<file path="src/rtl/imem_fetch_ctrl_if.sv">
// Bundle of the fetch-request, response, loader and byte-memory signals of
// imem_fetch_ctrl. The slave modport is the controller's view; the master
// modport is the surrounding system (IF stage, consumer, loader, memory).
interface imem_fetch_ctrl_if #(
  parameter int ADDR_W = 12
);
  // Fetch request from the IF stage
  logic              req_valid;
  logic [31:0]       req_addr;
  logic              req_ready;
  // Instruction response
  logic              rsp_valid;
  logic [31:0]       rsp_instr;
  logic              rsp_err;
  logic              rsp_ready;
  // Pipeline redirect
  logic              flush;
  // Program-loader byte writes
  logic              ld_valid;
  logic [ADDR_W-1:0] ld_addr;
  logic [7:0]        ld_data;
  logic              ld_ready;
  // Byte-wide instruction memory port
  logic [ADDR_W-1:0] mem_addr;
  logic              mem_we;
  logic [7:0]        mem_wdata;
  logic [7:0]        mem_rdata;

  modport slave (
    input  req_valid, req_addr, rsp_ready, flush,
    input  ld_valid, ld_addr, ld_data, mem_rdata,
    output req_ready, rsp_valid, rsp_instr, rsp_err,
    output ld_ready, mem_addr, mem_we, mem_wdata
  );

  modport master (
    output req_valid, req_addr, rsp_ready, flush,
    output ld_valid, ld_addr, ld_data, mem_rdata,
    input  req_ready, rsp_valid, rsp_instr, rsp_err,
    input  ld_ready, mem_addr, mem_we, mem_wdata
  );
endinterface

</file>
<file path="src/rtl/imem_fetch_ctrl.sv">
// Instruction fetch controller for a byte-wide instruction memory.
// A 32-bit big-endian word is assembled from four sequential byte reads
// (addresses wrap inside the window); requests outside the window are
// answered at once with an error. A program loader can write bytes while
// the controller is idle and wins any same-cycle conflict with a fetch.
// Optional feature: define IMEM_FETCH_PERF_EN to build a completed-fetch
// counter on perf_fetch_cnt; otherwise the port is tied to zero.
module imem_fetch_ctrl #(
  parameter logic [31:0] IMEM_BASE = 32'hBFC00000,
  parameter int          ADDR_W    = 12
) (
  input  logic                clk,
  input  logic                rst_n,
  imem_fetch_ctrl_if.slave    bus,
  output logic [31:0]         perf_fetch_cnt
);

  typedef enum logic [1:0] {
    IDLE  = 2'd0,
    FETCH = 2'd1,
    RESP  = 2'd2
  } state_t;

  state_t            state;
  state_t            state_nxt;
  logic [2:0]        cnt;
  logic [ADDR_W-1:0] base;
  logic [31:0]       instr;
  logic              err;
  logic              in_window;
  logic              req_fire;

  assign in_window     = (bus.req_addr[31:ADDR_W] == IMEM_BASE[31:ADDR_W]);
  assign bus.rsp_instr = instr;
  assign bus.rsp_err   = err;

  // State register; reset returns to IDLE without waiting for a clock
  always_ff @(posedge clk or negedge rst_n) begin
    if (!rst_n) state <= IDLE;
    else        state <= state_nxt;
  end

  // Next-state decode and all handshake / memory-port outputs
  always_comb begin
    state_nxt     = state;
    req_fire      = 1'b0;
    bus.req_ready = 1'b0;
    bus.ld_ready  = 1'b0;
    bus.rsp_valid = 1'b0;
    bus.mem_we    = 1'b0;
    bus.mem_addr  = '0;
    bus.mem_wdata = '0;
    case (state)
      IDLE: begin
        bus.ld_ready  = 1'b1;
        bus.req_ready = !bus.ld_valid && !bus.flush;
        // Loader write is gated by rst_n so reset silences the write strobe
        if (bus.ld_valid && rst_n) begin
          bus.mem_we    = 1'b1;
          bus.mem_addr  = bus.ld_addr;
          bus.mem_wdata = bus.ld_data;
        end else if (bus.req_valid && bus.req_ready) begin
          req_fire  = 1'b1;
          state_nxt = in_window ? FETCH : RESP;
        end
      end
      FETCH: begin
        // Addresses issued for cnt 0..3; cnt 4 only collects the last byte
        if (cnt <= 3'd3) bus.mem_addr = base + ADDR_W'(cnt);
        if (bus.flush)        state_nxt = IDLE;
        else if (cnt >= 3'd4) state_nxt = RESP;
      end
      RESP: begin
        bus.rsp_valid = 1'b1;
        if (bus.flush)          state_nxt = IDLE;
        else if (bus.rsp_ready) state_nxt = IDLE;
      end
      default: state_nxt = IDLE;
    endcase
  end

  // Fetch datapath: window offset, byte counter and assembled response
  always_ff @(posedge clk or negedge rst_n) begin
    if (!rst_n) begin
      cnt   <= '0;
      base  <= '0;
      instr <= '0;
      err   <= 1'b0;
    end else if (req_fire) begin
      cnt   <= '0;
      instr <= '0;
      if (in_window) begin
        base <= bus.req_addr[ADDR_W-1:0];
        err  <= 1'b0;
      end else begin
        err  <= 1'b1;
      end
    end else if (state == FETCH) begin
      if (bus.flush || cnt >= 3'd4) cnt <= '0;
      else                          cnt <= cnt + 3'd1;
      // Read data lags the address by one cycle, so byte cnt-1 lands now
      if (!bus.flush) begin
        case (cnt)
          3'd1:    instr[31:24] <= bus.mem_rdata;
          3'd2:    instr[23:16] <= bus.mem_rdata;
          3'd3:    instr[15:8]  <= bus.mem_rdata;
          3'd4:    instr[7:0]   <= bus.mem_rdata;
          default: ;
        endcase
      end
    end
  end

`ifdef IMEM_FETCH_PERF_EN
  logic [31:0] perf_q;

  // Count responses accepted by the consumer that carried a valid word
  always_ff @(posedge clk or negedge rst_n) begin
    if (!rst_n) begin
      perf_q <= '0;
    end else if (bus.rsp_valid && bus.rsp_ready && !bus.flush && !err) begin
      perf_q <= perf_q + 32'd1;
    end
  end

  assign perf_fetch_cnt = perf_q;
`else
  assign perf_fetch_cnt = '0;
`endif

endmodule

</file>
<file path="src/flat_wrapper.sv">
// flat-port wrapper written by rule: the top's interface ports become plain ports
module imem_fetch_ctrl_flat 
#(
  parameter logic [31:0] IMEM_BASE = 32'hBFC00000,
  parameter int          ADDR_W    = 12
)
  (clk, rst_n, perf_fetch_cnt, bus_req_valid, bus_req_addr, bus_rsp_ready, bus_flush, bus_ld_valid, bus_ld_addr, bus_ld_data, bus_mem_rdata, bus_req_ready, bus_rsp_valid, bus_rsp_instr, bus_rsp_err, bus_ld_ready, bus_mem_addr, bus_mem_we, bus_mem_wdata);
  imem_fetch_ctrl_if #(.ADDR_W(ADDR_W)) bus_i ();
  input  logic clk;
  input  logic rst_n;
  output logic [31:0] perf_fetch_cnt;
  input wire logic [$bits(bus_i.req_valid)-1:0] bus_req_valid;
  input wire logic [$bits(bus_i.req_addr)-1:0] bus_req_addr;
  input wire logic [$bits(bus_i.rsp_ready)-1:0] bus_rsp_ready;
  input wire logic [$bits(bus_i.flush)-1:0] bus_flush;
  input wire logic [$bits(bus_i.ld_valid)-1:0] bus_ld_valid;
  input wire logic [$bits(bus_i.ld_addr)-1:0] bus_ld_addr;
  input wire logic [$bits(bus_i.ld_data)-1:0] bus_ld_data;
  input wire logic [$bits(bus_i.mem_rdata)-1:0] bus_mem_rdata;
  output wire logic [$bits(bus_i.req_ready)-1:0] bus_req_ready;
  output wire logic [$bits(bus_i.rsp_valid)-1:0] bus_rsp_valid;
  output wire logic [$bits(bus_i.rsp_instr)-1:0] bus_rsp_instr;
  output wire logic [$bits(bus_i.rsp_err)-1:0] bus_rsp_err;
  output wire logic [$bits(bus_i.ld_ready)-1:0] bus_ld_ready;
  output wire logic [$bits(bus_i.mem_addr)-1:0] bus_mem_addr;
  output wire logic [$bits(bus_i.mem_we)-1:0] bus_mem_we;
  output wire logic [$bits(bus_i.mem_wdata)-1:0] bus_mem_wdata;
  assign bus_i.req_valid = bus_req_valid;
  assign bus_i.req_addr = bus_req_addr;
  assign bus_i.rsp_ready = bus_rsp_ready;
  assign bus_i.flush = bus_flush;
  assign bus_i.ld_valid = bus_ld_valid;
  assign bus_i.ld_addr = bus_ld_addr;
  assign bus_i.ld_data = bus_ld_data;
  assign bus_i.mem_rdata = bus_mem_rdata;
  assign bus_req_ready = bus_i.req_ready;
  assign bus_rsp_valid = bus_i.rsp_valid;
  assign bus_rsp_instr = bus_i.rsp_instr;
  assign bus_rsp_err = bus_i.rsp_err;
  assign bus_ld_ready = bus_i.ld_ready;
  assign bus_mem_addr = bus_i.mem_addr;
  assign bus_mem_we = bus_i.mem_we;
  assign bus_mem_wdata = bus_i.mem_wdata;
  imem_fetch_ctrl #(.IMEM_BASE(IMEM_BASE), .ADDR_W(ADDR_W)) u_core (.clk(clk), .rst_n(rst_n), .bus(bus_i), .perf_fetch_cnt(perf_fetch_cnt));
endmodule
</file>
<file path="config.mk">
export PLATFORM = sky130hd
export DESIGN_NAME = imem_fetch_ctrl_flat
export DESIGN_NICKNAME = d
export VERILOG_FILES = /design/src/rtl/imem_fetch_ctrl_if.sv /design/src/rtl/imem_fetch_ctrl.sv /design/src/flat_wrapper.sv
export SDC_FILE = /design/constraint.sdc
export NUM_CORES = 1
export LEC_CHECK = 0
export ABC_AREA = 1
export BUFFER_PORTS_ARGS = -buffer_cell sky130_fd_sc_hd__buf_4
export CAP_MARGIN = 10
export CELL_PAD_IN_SITES_DETAIL_PLACEMENT = 0
export CELL_PAD_IN_SITES_GLOBAL_PLACEMENT = 1
export CORE_MARGIN = 4
export CORE_UTILIZATION = 32
export DETAILED_ROUTE_END_ITERATION = 8
export PLACE_DENSITY = 0.8
export SYNTH_ARGS = -nofsm -noshare
export SYNTH_HDL_FRONTEND = slang
export SYNTH_SLANG_ARGS = --single-unit
</file>
<file path="constraint.sdc">
create_clock -name clk -period 1.95 [get_ports clk]
set_input_delay 0.0975 -clock clk [delete_from_list [all_inputs] [get_ports clk]]
set_output_delay 0.0975 -clock clk [all_outputs]
set_load 0.1 [all_outputs]
</file>
==> results.ini, run 1 <==
[die]
start_util_pct=32.8
die_h_um=105
coreArea_um2=9240
die_w_um=105
io_pins=155
die_area_um2=11100
rows=35

[min_path]
hold_path_class=in -> reg

[sta]
whs_ns=0.0110
max_freq_ghz=0.471
hold_viol=0
maxSlewHeadroom_pct=58.1
tightest_slew_ns=0.629
skew_ns=0.00579
final.setup.worst_slack_ns=-0.172
rsz0062_at_grt=yes
min_period_ns=2.12
drv_slew=0
min_period_over_period_pct=109
setup-violations-final=12
tns_ns=-1.24

[placement]
dpl.hpwl_um=6630
preCtsSetupSlack_ns=0.0185
dp_cells=642
portBuffers=122
place_area_um2=4220
gp_congestion=0.862

[global_routing]
grt_max_degree=51
grt_pass1_wl_um=14200
grt_pass1_vias=2814
grt.overflow.total=0
antenna_found_initial=0
track_usage_pct=15.4

[drt]
met2_length_um=4570
drt_pass1_iterations=4
wl_met3_um=773
drc=0
drtIter0Drc=121
vias=3027
wirelength_met1_um=3830
via_per_inst=4.48
ant_nets=0
topRoutingLayerUsed=met4
routedWlPerCell_um=13.6
wl_um=9190

[outcome]
status=complete, but fails checks
violations=setup timing

[worst_setup_path]
path_class=reg -> out
required_ns=1.85
cp-end-kind=output pin
arrival_ns=2.02
critPathLaunchType=register
crit_fanout=5

[power]
power_mw=4.23
cellLeakagePower_nw=2.48
p_per_area_nw_per_um2=851
ir_worst_vdd_uv=1340

[yosys]
synth-seq-area-share_pct=41.3
syn_inst=389
avgSynthCellArea_um2=7.79
synth_area_um2=3030
synth_warnings=0
synthDistinctLibCells=29
synth_seq_cells=50

[job]
maxCapViolCount=0

[cells_and_area]
nets=622
drive_gt1_share_pct=44.6
antenna_cells=0
fin_cells=676
utilization_pct=53.8
area_growth_syn_to_layout_pct=64.1
final_cell_area_um2=4970

[cts]
clk_path_buf_depth=2
cts_buffers=5
cts-root-buf=clkbuf_8
cts_tree=done
path_clk_slew_ns=0.09
cts_htree_levels=2
clkLatencyLatePin_ns=0.29
clock_sinks=50

## cells in the mapped netlist
library cell / number / area [µm²]
a31oi_1: 1 / 6.26
a21o_1: 2 / 15.0
nor2_2: 1 / 6.26
nand2_1: 117 / 439
o21ai_0: 22 / 110
o21ai_2: 10 / 87.6
buf_2: 5 / 25.0
clkbuf_1: 1 / 3.75
nand3_2: 3 / 30.0
a21oi_1: 5 / 25.0
nor2_1: 26 / 97.6
inv_1: 29 / 109
nand4_1: 3 / 18.8
buf_4: 34 / 255
buf_6: 4 / 45.0
inv_2: 4 / 15.0
nor3_1: 4 / 20.0
o22ai_1: 1 / 6.26
nand4_2: 1 / 12.5
nand2_4: 1 / 11.3
nand3_4: 1 / 17.5
conb_1: 1 / 3.75
a22o_1: 1 / 8.76
nor2_4: 4 / 45.0
ha_1: 8 / 100
o21ai_1: 8 / 40.0
nand3_1: 41 / 205
dfrtp_1: 50 / 1250
fa_1: 1 / 20.0
## sequential cells by signal (all words and copies together) (netlist names)
register              flops
u_core.bus.rsp_instr     32
u_core.bus.rsp_err        1
u_core.cnt                3
u_core.base              12
u_core.state              2
## final timing paths
path                                               start                       end  slack (ns)  cells after the start
max in group asynchronous                          rst_n           u_core.state[1]        0.97                      3
min in group asynchronous                          rst_n            u_core.base[4]        0.51                      3
worst max-delay path                       u_core.cnt[0]           bus_mem_addr[4]       -0.17                     10
worst min-delay path                    bus_req_addr[10]           u_core.base[10]        0.01                      3
worst max register to register             u_core.cnt[1]  u_core.bus.rsp_instr[11]        0.14                     10
worst min register to register  u_core.bus.rsp_instr[10]  u_core.bus.rsp_instr[10]        0.50                      2
## worst max-delay path, cell delays in order, from the launching register on
cell,delay [ns]
dfrtp_1,0.42
ha_4,0.16
inv_2,0.03
fa_2,0.35
inv_2,0.09
nand2_4,0.06
nand2_4,0.10
buf_6,0.11
a21oi_4,0.05
o21ai_4,0.16
buf_12,0.19
## layout make-up
type / count / area, µm²
inverters: 33 / 128
well taps: 129 / 161
clock inverters: 1 / 30.0
repair buffers: 163 / 1420
clock buffers: 6 / 82.6
multi-input cells: 294 / 1890
fillers: 833 / 4270
flip-flops and latches: 50 / 1250
## repair_timing
| item | 4_1_cts | 5_1_grt |
|---|---|---|
| hold buffers | 10 | 0 |
| gates cloned | 1 | 0 |
| resized for setup | 49 | 42 |
| endpoints found under the setup margin | 12 | 13 |
| hold endpoints to repair | 59 | 0 |
| pin swaps | 6 | 15 |
| setup buffers | 4 | 12 |
## where the power goes
group          switching, mW  internal [mW]  total, mW
Clock                  0.335          0.411      0.746
Sequential            0.0749           1.14       1.21
Combinational           1.76          0.507       2.27
## metal layers
metal / up-vias / global-route usage, %
met3: 2 / 5.14
met4: 0 / 2.62
met5: - / 0
met2: 109 / 24.9
li1: 1506 / -
met1: 1410 / 20.3
## layout by cell type (no fill, tap or decap), types with 2 or more instances in the layout
cell / instances
o21ai_0: 17
a21oi_4: 3
a21o_1: 2
ha_4: 5
nor2_2: 10
o21ai_2: 11
ha_1: 3
nor3_1: 3
nor2_1: 17
nand3_1: 32
buf_12: 12
nand4_1: 3
inv_1: 24
dfrtp_2: 3
nand2_2: 5
o21ai_1: 7
clkbuf_8: 6
a21oi_1: 2
nand2_1: 102
nand2_8: 6
nand2_4: 5
inv_2: 8
buf_4: 133
dlygate4sd3_1: 10
nor2_4: 5
conb_1: 32
nand3_4: 8
o21ai_4: 5
buf_6: 7
nand3_2: 5
dfrtp_1: 47
## logic make-up (layout without fill, tap and decap cells)
group | Yosys count | in the layout | synth area share (%)
AND/OR/NAND/NOR | 202 | 203 | 29.8
buffers and inverters | 77 | 203 | 14.9
AO/OA/AOI/OAI | 50 | 50 | 9.87
flip-flops | 50 | 50 | 41.3
adder cells (fa/ha/maj) | 9 | 9 | 3.96
other | 1 | 32 | 0.124
Power figures use the tool's default switching activity.
==> inputs of run 2 (changes only) <==
CORE_ASPECT_RATIO = 0.5   (was not set)
==> run 2 against run 1 <==
Design area is 0.63% lower. Die area grew 0.85%. Register-to-register slack better by 0.05 ns. Non-clock buffer count shrank 7. Sequential share of layout area is 0.13 points higher. Via count down 2.2%. Critical path depth is 2 higher. Critical path type unchanged. Clock-buffer cell count down 1. Combinational power shrank 2%. Clock power increased by 37%. Critical endpoint is now bus_mem_addr[10]. Largest power group unchanged. The flow still finishes with violations (setup timing). First-iteration DRC count up 47%.
==> results.ini, run 2 (same netlist as run 1, synthesis figures left out) <==
[drt]
wl_um=8940  ; was 9190 µm
drtIter0Drc=178  ; was 121
routedWlPerCell_um=13.6  ; about the same
ant_nets=0  ; unchanged
vias=2960  ; was 3,027
drc=0  ; unchanged
via_per_inst=4.51  ; was 4.48
drt_pass1_iterations=4  ; unchanged

[sta]
final.setup.worst_slack_ns=-0.133  ; was -0.172 ns
maxSlewHeadroom_pct=57.2  ; was 58.1%
hold_viol=0  ; unchanged
tightest_slew_ns=0.641  ; was 0.629 ns
setup-violations-final=9  ; was 12
max_freq_ghz=0.480  ; was 0.471 GHz
min_period_over_period_pct=107  ; was 109%
min_period_ns=2.08  ; was 2.12 ns
skew_ns=0.00813  ; was 0.00579 ns
drv_slew=0  ; unchanged
rsz0062_at_grt=yes  ; unchanged

[cells_and_area]
fillers=836  ; was 833
fin_cells=657  ; was 676
layout.cells.most_common=buf_4  ; unchanged
largest_reg_flops=32  ; unchanged
nets=614  ; was 622
seq_area_um2=1250  ; about the same
area_growth_syn_to_layout_pct=63.0  ; was 64.1%
layout_common_cells=132 x buf_4, 97 x nand2_1, 48 x dfrtp_1, 35 x nand3_1, 32 x conb_1  ; was 133 x buf_4, 102 x nand2_1, 47 x dfrtp_1, 32 x nand3_1, 32 x conb_1
antenna_cells=0  ; unchanged
multi_input_area_um2=1870  ; was 1890 µm²
drive_gt1_share_pct=45.2  ; was 44.6%

[global_routing]
grt_pass1_vias=2783  ; was 2,814
grt_max_degree=51  ; unchanged
track_usage_pct=15.4  ; about the same
antenna_found_initial=0  ; unchanged
grt_pass1_wl_um=14200  ; about the same
grt.overflow.total=0  ; unchanged

[power]
cellLeakagePower_nw=2.47  ; was 2.48 nW
clkPwrFrac_pct=22.8  ; was 17.6%
ir_worst_vdd_uv=965  ; was 1340 µV
p_switching_mw=2.24  ; was 2.17 mW
p_comb_share_pct=50.0  ; was 53.7%
p_seq_share_pct=27.1  ; was 28.7%
p_sw_share_pct=50.1  ; was 51.4%
p_int_mw=2.23  ; was 2.05 mW
p_per_area_nw_per_um2=904  ; was 851 nW/µm²

[die]
die_h_um=76.8  ; was 105 µm
start_util_pct=33.9  ; was 32.8%
io_pins=155  ; unchanged
rows=24  ; was 35
die_w_um=146  ; was 105 µm
die_area_um2=11200  ; was 11,100 µm²
coreArea_um2=8950  ; was 9240 µm²

[placement]
preCtsSetupSlack_ns=-0.00677  ; was 0.0185 ns
portBuffers=122  ; unchanged
gp_congestion=0.847  ; was 0.862
dp_cells=632  ; was 642
dpl.hpwl_um=6680  ; was 6630 µm

[worst_setup_path]
cp_cell_sequence=ha_2 -> inv_2 -> fa_2 -> inv_2 -> nand2_4 -> nand2_4 -> nand2_2 -> nand2_2 -> o21ai_2 -> nand2_2 -> nand2_8 -> buf_12  ; was ha_4 -> inv_2 -> fa_2 -> inv_2 -> nand2_4 -> nand2_4 -> buf_6 -> a21oi_4 -> o21ai_4 -> buf_12
crit_top_cell=nand2_2
crit_buf_inv=3  ; was 4
arrival_ns=1.99  ; was 2.02 ns
crit_family=adder cells  ; unchanged
crit_fanout=6  ; was 5
critPathLaunchType=register  ; unchanged
path_class=reg -> out  ; unchanged
slowest_stage=dfrtp_1  ; unchanged
cp-end-kind=output pin  ; unchanged
required_ns=1.85  ; about the same
slowest_delay_ns=0.38  ; was 0.42 ns

[min_path]
hold_path_class=in -> reg  ; unchanged

[cts]
cts_buffers=5  ; unchanged
clock_sinks=50  ; unchanged
path_clk_slew_ns=0.07  ; was 0.09 ns
clkLatencyLatePin_ns=0.29  ; about the same
cts-root-buf=clkbuf_16  ; was clkbuf_8
clk_path_buf_depth=2  ; unchanged
cts_htree_levels=2  ; unchanged
cts_tree=done  ; unchanged

[job]
maxCapViolCount=0  ; unchanged

[outcome]
status=complete, but fails checks  ; unchanged
violations=setup timing  ; unchanged

## run 2: cell count changes in the layout (fill, tap and decap cells not counted), moves of 3 or more
cell           change
clkbuf_8           -6
dlygate4sd3_1      -6
clkbuf_16          +5
nand2_1            -5
nand2_4            +3
nand3_1            +3
## run 2: timing repair
| item | CTS | global route |
|---|---|---|
| resized for setup | 51 | 42 |
| pin swaps | 6 | 17 |
| setup endpoints to repair | 12 | 12 |
| setup buffers | 6 | 7 |
| hold endpoints to repair | 53 | 0 |
| hold buffers | 4 | 0 |
## run 2: layer usage
| layer | up-vias | wire length (µm) | global-route usage, % |
|---|---|---|---|
| li1 | 1481 | - | - |
| met1 | 1360 | 3990 | 21.2 |
| met2 | 114 | 4250 | 25.2 |
| met3 | 5 | 655 | 3.47 |
| met4 | 0 | 46 | 2.84 |
| met5 | - | 0 | 0 |
## run 2: power by group through the flow
stage,logic [mW],registers (mW),clock network (mW)
floorplan,1.15,1.87,0
global placement,2.16,1.24,0
detailed placement,2.18,1.23,0
CTS,2.24,1.21,1.05
global route,2.32,1.22,1.08
finish,2.23,1.21,1.02
## run 2: metrics by stage
stage	setup TNS, ns	util, %	hold slack, ns	total power, mW	area (µm²)
finish	-0.711	55.2	0.00358	4.46	4940
global route	-1.46	55.2	0.00918	4.63	4940
CTS	-1.01	52.3	0.000590	4.50	4680
detailed placement	-0.00677	47.2	0.296	3.40	4220
global placement	0	47.2	0.294	3.39	4220
floorplan	-4.30	-	-0.198	3.01	3380
## run 2: area by class of cell
type | count | area share, %
repair buffers | 156 | 27.7
multi-input cells | 293 | 37.8
inverters | 33 | 2.58
flip-flops and latches | 50 | 25.4
clock inverters | 3 | 0.988
well taps | 117 | 2.96
clock buffers | 5 | 2.53
## run 2: final timing paths
path / cells after the start / to / slack (ns) / startpoint
min in group asynchronous: 3 / u_core.base[7] / 0.50 / rst_n
worst min register to register: 2 / u_core.bus.rsp_err / 0.49 / u_core.bus.rsp_err
worst max-delay path: 12 / bus_mem_addr[10] / -0.13 / u_core.cnt[0]
max in group asynchronous: 3 / u_core.cnt[1] / 0.99 / rst_n
worst min-delay path: 3 / u_core.base[9] / 0.004 / bus_req_addr[9]
worst max register to register: 7 / u_core.bus.rsp_instr[12] / 0.19 / u_core.state[1]
## run 2: tightest hold or removal path: stages
cell	delay, ns
buf_4	0.08
nand2_1	0.04
nand2_1	0.05
==> inputs of run 3 (changes only) <==
PLACE_DENSITY = not set   (was 0.8)
PLACE_DENSITY_LB_ADDON = 0.1   (was not set)
==> run 3 against run 2 <==
The run still ends with setup timing left. Worst setup slack worse by 0.0012 ns. Core utilization is 1.2 points lower. Critical path depth shrank 2. Clock-buffer cell count unchanged. Fmax is essentially flat. Sequential share of layout area grew 0.56 points. Critical path type unchanged.
==> results.ini, run 3 (same netlist as run 1, synthesis figures left out) <==
[outcome]
status=complete, but fails checks  ; unchanged
violations=setup timing  ; unchanged

[power]
p_per_area_nw_per_um2=928  ; was 904 nW/µm²
p_sw_share_pct=50.1  ; about the same
cellLeakagePower_nw=2.44  ; was 2.47 nW
clkPwrFrac_pct=22.9  ; was 22.8%
power_mw=4.48  ; was 4.46 mW
p_seq_share_pct=27.0  ; was 27.1%
ir_worst_vdd_uv=1090  ; was 965 µV
p_switching_mw=2.24  ; about the same
p_comb_share_pct=50.1  ; was 50.0%
p_int_mw=2.24  ; was 2.23 mW

[worst_setup_path]
cp_cell_sequence=ha_2 -> inv_2 -> fa_2 -> inv_2 -> nand2_4 -> nand2_4 -> buf_4 -> a21oi_2 -> o21ai_4 -> buf_12  ; was ha_2 -> inv_2 -> fa_2 -> inv_2 -> nand2_4 -> nand2_4 -> nand2_2 -> nand2_2 -> o21ai_2 -> nand2_2 -> nand2_8 -> buf_12
reg2reg_from=u_core.state[1]  ; unchanged
path_class=reg -> out  ; unchanged
slowest_delay_ns=0.36  ; was 0.38 ns
crit_family=adder cells  ; unchanged
required_ns=1.85  ; about the same
cp-end-kind=output pin  ; unchanged
r2r-end=u_core.base[11]  ; was u_core.bus.rsp_instr[12]
reg2regPathDepth=6  ; was 7
crit_fanout=5  ; was 6
crit_buf_inv=4  ; was 3
arrival_ns=1.99  ; about the same
slowest_stage=dfrtp_1  ; unchanged
critPathLaunchType=register  ; unchanged
ff2ff_setup_slack_ns=0.23  ; was 0.19 ns

[sta]
drv_slew=0  ; unchanged
hold_viol=0  ; unchanged
setup-violations-final=10  ; was 9
final.setup.worst_slack_ns=-0.134  ; was -0.133 ns
tns_ns=-0.777  ; was -0.711 ns
min_period_ns=2.08  ; about the same
rsz0062_at_grt=yes  ; unchanged
skew_ns=0.00717  ; was 0.00813 ns
max_freq_ghz=0.480  ; about the same
maxSlewHeadroom_pct=56.6  ; was 57.2%
tightest_slew_ns=0.652  ; was 0.641 ns
min_period_over_period_pct=107  ; about the same

[cts]
cts_buffers=5  ; unchanged
path_clk_slew_ns=0.07  ; about the same
clk_path_buf_depth=2  ; unchanged
cts-root-buf=clkbuf_16  ; unchanged
clock_sinks=50  ; unchanged
cts_tree=done  ; unchanged
cts_htree_levels=2  ; unchanged
clkLatencyLatePin_ns=0.29  ; about the same

[cells_and_area]
antenna_cells=0  ; unchanged
fillers=887  ; was 836
layout.cells.most_common=buf_4  ; unchanged
nets=607  ; was 614
final_cell_area_um2=4830  ; was 4940 µm²
largest_reg_flops=32  ; unchanged
layout_common_cells=127 x buf_4, 102 x nand2_1, 49 x dfrtp_1, 32 x nand3_1, 32 x conb_1  ; was 132 x buf_4, 97 x nand2_1, 48 x dfrtp_1, 35 x nand3_1, 32 x conb_1
area_growth_syn_to_layout_pct=59.4  ; was 63.0%
drive_gt1_share_pct=43.7  ; was 45.2%

[global_routing]
grt.overflow.total=0  ; unchanged
grt_pass1_wl_um=14900  ; was 14,200 µm
antenna_found_initial=0  ; unchanged
grt_max_degree=51  ; unchanged
grt_pass1_vias=2890  ; was 2,783
track_usage_pct=16.2  ; was 15.4%

[min_path]
hold_path_class=in -> reg  ; unchanged
whs_path_depth=3  ; unchanged
hp-start=bus_req_addr[4]  ; was bus_req_addr[9]
min_to=u_core.base[4]  ; was u_core.base[9]

[die]
start_util_pct=33.9  ; unchanged
coreArea_um2=8950  ; unchanged
die_area_um2=11200  ; unchanged
die_h_um=76.8  ; unchanged
rows=24  ; unchanged
io_pins=155  ; unchanged
die_w_um=146  ; unchanged

[drt]
vias=2911  ; was 2,960
wirelength_met1_um=4300  ; was 3990 µm
wl_met3_um=567  ; was 655 µm
drt_pass1_iterations=4  ; unchanged
met2_length_um=4150  ; was 4250 µm
topRoutingLayerUsed=met4  ; unchanged
drc=0  ; unchanged
routedWlPerCell_um=14.0  ; was 13.6 µm
via_per_inst=4.48  ; was 4.51
ant_nets=0  ; unchanged
drtIter0Drc=103  ; was 178
wl_um=9090  ; was 8940 µm

[placement]
gp_congestion=0.814  ; was 0.847
dpl.hpwl_um=6840  ; was 6680 µm
place_area_um2=4240  ; was 4220 µm²
preCtsSetupSlack_ns=-0.00898  ; was -0.00677 ns
portBuffers=122  ; unchanged

[job]
maxCapViolCount=0  ; unchanged

run 3: cell count changes in the layout (fill, tap and decap cells not counted), moves of 3 or more:
cell / change
buf_4: -5
buf_6: -3
nand2_1: +5
nand2_4: -4
nand3_1: -3
nand3_2: +4
run 3: through the flow:
stage                     hold slack, ns  util [%]  instances
final                            0.00193      54.0        650
after global routing             0.00145      54.0        650
after CTS                        0.00163      52.6        648
after detailed placement           0.298      47.3        632
after global placement             0.292      47.3        632
after floorplan                   -0.198         -        420
run 3: power groups by stage:
stage	combinational [mW]	clock (mW)	sequential, mW
5_1_grt	2.34	1.11	1.23
2_1_floorplan	1.15	0	1.87
3_3_place_gp	2.18	0	1.23
4_1_cts	2.26	1.04	1.21
6_report	2.25	1.03	1.21
3_5_place_dp	2.18	0	1.23
run 3: routing by layer:
metal	vias up	track usage [%]
met4	0	2.94
li1	1477	-
met2	104	25.5
met5	-	0
met3	6	4.12
met1	1324	22.8
run 3: layout make-up:
cell class	instances	area (µm²)	share of cell area (%)
repair buffers	149	1310	27.1
inverters	33	130	2.69
well taps	117	146	3.03
clock inverters	3	47.5	0.984
multi-input cells	293	1820	37.7
flip-flops and latches	50	1250	25.9
clock buffers	5	125	2.59
run 3: how the worst max path moves through the flow:
stage,from,endpoint,cells after the start
global route,u_core.base[0],bus_mem_addr[4],10
floorplan,u_core.state[1],bus_mem_wdata[0],3
global placement,u_core.cnt[0],bus_mem_addr[7],9
detailed placement,u_core.cnt[0],bus_mem_addr[7],9
CTS,u_core.base[0],bus_mem_addr[10],12
finish,u_core.cnt[0],bus_mem_addr[4],10
run 3: timing repair:
action,4_1_cts,5_1_grt
hold buffers,5,0
resized for setup,58,21
pin swaps,7,10
endpoints found under the hold margin,45,0
setup buffers,3,2
setup endpoints to repair,13,13
run 3: worst min-delay path: stages:
cell,delay (ns)
buf_4,0.08
nand2_1,0.04
nand2_1,0.04
